<file path="src/rtl/decim_avg_fifo.sv">
// Decimating accumulate-and-dump averager with a small output FIFO.
// Averages every DECIM strobed samples (floor) and queues results for a valid/ready sink.
module decim_avg_fifo #(
  parameter int unsigned WIDTH      = 16,
  parameter int unsigned DECIM      = 8,
  parameter int unsigned LOG2_DECIM = 3,
  parameter int unsigned FIFO_DEPTH = 4
) (
  input  logic                        clk,
  input  logic                        rst,
  input  logic                        start_i,
  input  logic                        merge_finished_i,
  input  logic [WIDTH-1:0]            data_i,
  output logic [WIDTH-1:0]            data_o,
  output logic                        valid_o,
  input  logic                        ready_i,
  output logic [$clog2(FIFO_DEPTH):0] level_o,
  output logic                        overflow_o
);

  localparam int unsigned AW = WIDTH + LOG2_DECIM;
  localparam int unsigned CW = LOG2_DECIM;
  localparam int unsigned PW = $clog2(FIFO_DEPTH);
  localparam int unsigned LW = PW + 1;

  logic                 stb;
  logic                 last;
  logic                 dump;
  logic signed [AW-1:0] acc;
  logic signed [AW-1:0] acc_sum;
  logic [CW-1:0]        phase;
  logic [WIDTH-1:0]     result;

  logic [WIDTH-1:0]     mem [FIFO_DEPTH];
  logic [PW-1:0]        rd_ptr;
  logic [PW-1:0]        wr_ptr;
  logic [PW-1:0]        rd_next;
  logic [LW-1:0]        level_next;
  logic [WIDTH-1:0]     head_next;
  logic                 full;
  logic                 pop;
  logic                 push;
  logic                 drop;

  assign stb     = start_i & merge_finished_i;
  assign last    = (phase == CW'(DECIM - 1));
  assign dump    = stb & last;
  assign acc_sum = acc + AW'($signed(data_i));
  // Arithmetic shift floors toward -inf; the average always fits in WIDTH bits.
  assign result  = WIDTH'(acc_sum >>> LOG2_DECIM);

  // Accumulator and phase; start_i low flushes any partial block.
  always_ff @(posedge clk) begin
    if (rst) begin
      acc   <= '0;
      phase <= '0;
    end else if (!start_i) begin
      acc   <= '0;
      phase <= '0;
    end else if (stb) begin
      if (last) begin
        acc   <= '0;
        phase <= '0;
      end else begin
        acc   <= acc_sum;
        phase <= phase + CW'(1);
      end
    end
  end

  assign full = (level_o == LW'(FIFO_DEPTH));
  assign pop  = valid_o & ready_i;
  // A full FIFO still accepts a result when the head leaves in the same cycle.
  assign push = dump & (~full | pop);
  assign drop = dump & full & ~pop;

  // Next occupancy, read pointer and head word so the outputs can be registered.
  always_comb begin
    rd_next    = rd_ptr;
    level_next = level_o;
    head_next  = '0;
    if (pop) begin
      rd_next = rd_ptr + PW'(1);
    end
    case ({push, pop})
      2'b10:   level_next = level_o + LW'(1);
      2'b01:   level_next = level_o - LW'(1);
      default: level_next = level_o;
    endcase
    if (level_next != '0) begin
      // The new head is the slot being written only when it is the sole entry.
      if (push && (wr_ptr == rd_next)) begin
        head_next = result;
      end else begin
        head_next = mem[rd_next];
      end
    end
  end

  always_ff @(posedge clk) begin
    if (push) begin
      mem[wr_ptr] <= result;
    end
  end

  always_ff @(posedge clk) begin
    if (rst) begin
      rd_ptr     <= '0;
      wr_ptr     <= '0;
      level_o    <= '0;
      valid_o    <= 1'b0;
      data_o     <= '0;
      overflow_o <= 1'b0;
    end else begin
      rd_ptr  <= rd_next;
      level_o <= level_next;
      valid_o <= (level_next != '0);
      data_o  <= head_next;
      if (push) begin
        wr_ptr <= wr_ptr + PW'(1);
      end
      if (drop) begin
        overflow_o <= 1'b1;
      end
    end
  end

endmodule

</file>
<file path="config.mk">
export PLATFORM = sky130hd
export DESIGN_NAME = decim_avg_fifo
export DESIGN_NICKNAME = d
export VERILOG_FILES = /design/src/rtl/decim_avg_fifo.sv
export SDC_FILE = /design/constraint.sdc
export NUM_CORES = 1
export LEC_CHECK = 0
export CAP_MARGIN = 20
export CORE_ASPECT_RATIO = 1.4
export CORE_MARGIN = 3
export CORE_UTILIZATION = 25
export CTS_BUF_LIST = sky130_fd_sc_hd__clkbuf_8
export DETAILED_ROUTE_END_ITERATION = 7
export HOLD_SLACK_MARGIN = 0.12
export SETUP_SLACK_MARGIN = 0.5
export SYNTH_ARGS = -nofsm -noshare
export SYNTH_HDL_FRONTEND = slang
export SYNTH_SLANG_ARGS = --single-unit
</file>
<file path="constraint.sdc">
create_clock -name clk -period 3.1 [get_ports clk]
set_input_delay 0.775 -clock clk [delete_from_list [all_inputs] [get_ports clk]]
set_output_delay 0.775 -clock clk [all_outputs]
set_load 0.01 [all_outputs]
</file>
==> results_dict.tcl <==
set metrics [dict create \
    die_width_um 129 \
    fill_cells 1969 \
    min_period_ns 2.59 \
    top_layer_used "met4" \
    syn_to_final_growth_pct 35.9 \
    first_iter_violations 217 \
    firstDrtPassIters 4 \
    fin_area_um2 7250 \
    wl_met2_um 7250 \
    yosys.area.top_type "edfxtp_1" \
    cp-start-kind "primary input" \
    gr-usage-all-layers_pct 12.2 \
    antenna_found_initial 0 \
    fin_skew_ns 0.0148 \
    final.setup.tns_ns 0 \
    clock-sinks 111 \
    nNetsFinal 614 \
    synth_cells 458 \
    overflow 0 \
    rsz0062_at_grt "yes" \
    wl_met3_um 424 \
    netlist.area_leader.share_pct 36.0 \
    worstPathArrival_ns 2.92 \
    regArea_um2 2860 \
    synth_area_leaders "edfxtp_1 36%, dfxtp_1 18%, mux4_2 6.8%" \
    start_util_pct 25.8 \
    core_area_um2 20700 \
    synth_common_cells "64 x edfxtp_1, 47 x dfxtp_1, 47 x nand2_1" \
    fp.dieH_um 179 \
    async_reset_ff_share_pct 0 \
    layout-drive-gt1-share_pct 33.4 \
    path_class "in2reg" \
    placementRows 62 \
    min_period_over_period_pct 83.5 \
    cts_root_buffer "clkbuf_8" \
    multi_input_area_um2 2750 \
    yosys_warnings 0 \
    synth.distinct_cells 60 \
    ys_seq_area_share_pct 53.6 \
    cts_hold_buf 0 \
    clock_path_buffers 2 \
    syn_area_um2 5340 \
    synth-edff-count 64 \
    first_global_vias 4190 \
    io_buffers 41 \
    die-area_um2 23200 \
    syn_area_per_cell_um2 11.7 \
    p_leak_uw 0.00275 \
    fin_util_pct 35.0 \
    max_freq_mhz 386 \
    path_clk_slew_ns 0.11 \
    ys_ff_latch 111 \
    yosysMostFrequentCell "edfxtp_1" \
    mappedNetlistNets 505 \
    cp-end-kind "register" \
    ys.flop_type "edfxtp_1" \
    wire_per_inst_um 16.3 \
    finalSetupViolCount 0 \
    grt_max_degree 21 \
    worstHoldPathType "reg2reg" \
    cp_max_fo 6 \
    hold_viol 0 \
    gp_congestion 0.866 \
    wirelength_met1_um 5480 \
    ios 42 \
    htreeDepth 3 \
    cts_tree "yes" \
    diodes 0 \
    avgViaCountPerCell 4.78 \
    slew_violations 0 \
    worst_slew_pin_slew_ns 0.541 \
    cts_buffers 9 \
    routed_wl_um 13500 \
    post_dp_cell_area_um2 6570 \
    hpwl_um 9770 \
    dr_total_vias 3955 \
    drv.max_cap_violation_count 0 \
    power_density_nw_per_um2 460 \
    status "complete, no violations" \
    clk_latency_ns 0.38 \
    peakVddDrop_mv 0.195 \
    drc 0 \
    worst_ep_required_time_ns 3.43 \
    drtAntennaViolNets 0 \
    grt_pass1_wl_um 21900 \
    relSlewSlack_pct 63.7 \
]
==> per-stage QoR <==
step	worst slack [ns]	total power, µW	hold slack (ns)	std cells
6_report	0.511	3340	0.487	828
5_1_grt	0.450	3490	0.509	828
4_1_cts	0.451	3360	0.472	827
3_5_place_dp	-0.312	2350	0.450	801
3_3_place_gp	-0.271	2340	0.447	801
2_1_floorplan	0.371	2060	0.436	458
==> layer usage <==
layer / global-route usage [%] / vias up
li1: - / 1925
met1: 14.0 / 1926
met4: 4.20 / 0
met5: 0 / -
met2: 22.7 / 82
met3: 1.88 / 22
==> path summary, 6_finish.rpt <==
| check | to | cells past startpoint | start | slack [ns] |
|---|---|---|---|---|
| max reg2reg | acc[18]$_SDFFE_PP0N_ | 12 | acc[0]$_SDFFE_PP0N_ | 0.65 |
| min | acc[17]$_SDFFE_PP0N_ | 2 | acc[17]$_SDFFE_PP0N_ | 0.49 |
| max | acc[18]$_SDFFE_PP0N_ | 8 | data_i[14] | 0.51 |
| min reg2reg | acc[17]$_SDFFE_PP0N_ | 2 | acc[17]$_SDFFE_PP0N_ | 0.49 |
==> worst max-delay path: stages <==
cell,delay (ns)
clkdlybuf4s50_1,0.50
ha_2,0.32
nand2_1,0.15
o21a_1,0.15
o21ai_2,0.10
or3_4,0.41
a2111oi_4,0.38
a211o_1,0.14
==> cell families after synthesis <==
group | synth area share, %
muxes | 7.53
buffers and inverters | 2.65
and+or+nand+nor | 13.8
AOI/OAI and AO/OA | 13.2
adders and majority gates | 6.38
DFF | 53.6
xor gates and xnor gates | 2.79
==> what timing repair did <==
action	4_1_cts	5_1_grt
gates resized for setup	73	26
pin swaps	32	17
endpoints found under the hold margin	0	0
setup buffers	10	1
endpoints found under the setup margin	82	35
==> registers in the layout, summed over array words and instances (netlist names) <==
register and count:
mem 64, acc 19, data_o 16, level_o 3, phase 3, rd_ptr 2
wr_ptr 2, overflow_o 1, valid_o 1
==> layout by cell type, fill, tap and decap left out, types with 4 or more instances in the layout <==
cell type / n
o21ai_0: 9
edfxtp_1: 64
xor2_2: 4
dfxtp_1: 46
clkdlybuf4s50_1: 23
dlymetal6s2s_1: 6
a21oi_2: 11
inv_1: 8
o211ai_1: 4
nand3_1: 6
and3_1: 5
nand2_1: 45
xnor2_1: 5
a22o_1: 4
o21a_1: 6
clkbuf_8: 9
dlygate4sd2_1: 9
a21oi_1: 22
buf_6: 7
mux4_2: 16
a21o_1: 5
nor4_1: 6
a22oi_1: 7
nor3_1: 7
nand3_2: 5
ha_4: 11
buf_12: 5
nor2_1: 39
buf_4: 66
ha_1: 10
and2_1: 8
==> power breakdown <==
part           internal [µW]  total, µW  switching [µW]
clock                    384        909             525
combinational            417        777             360
sequential              1620       1650            32.2
==> area by class of cell <==
| class | instances | share of cell area [%] |
|---|---|---|
| sequential | 111 | 39.5 |
| multi-input combinational | 317 | 37.9 |
| timing repair buffer | 118 | 14.8 |
| tap | 256 | 4.42 |
| clock buffer | 9 | 1.71 |
| clock inverter | 7 | 1.14 |
| inverter | 10 | 0.587 |
(Power assumes the default switching activity.)
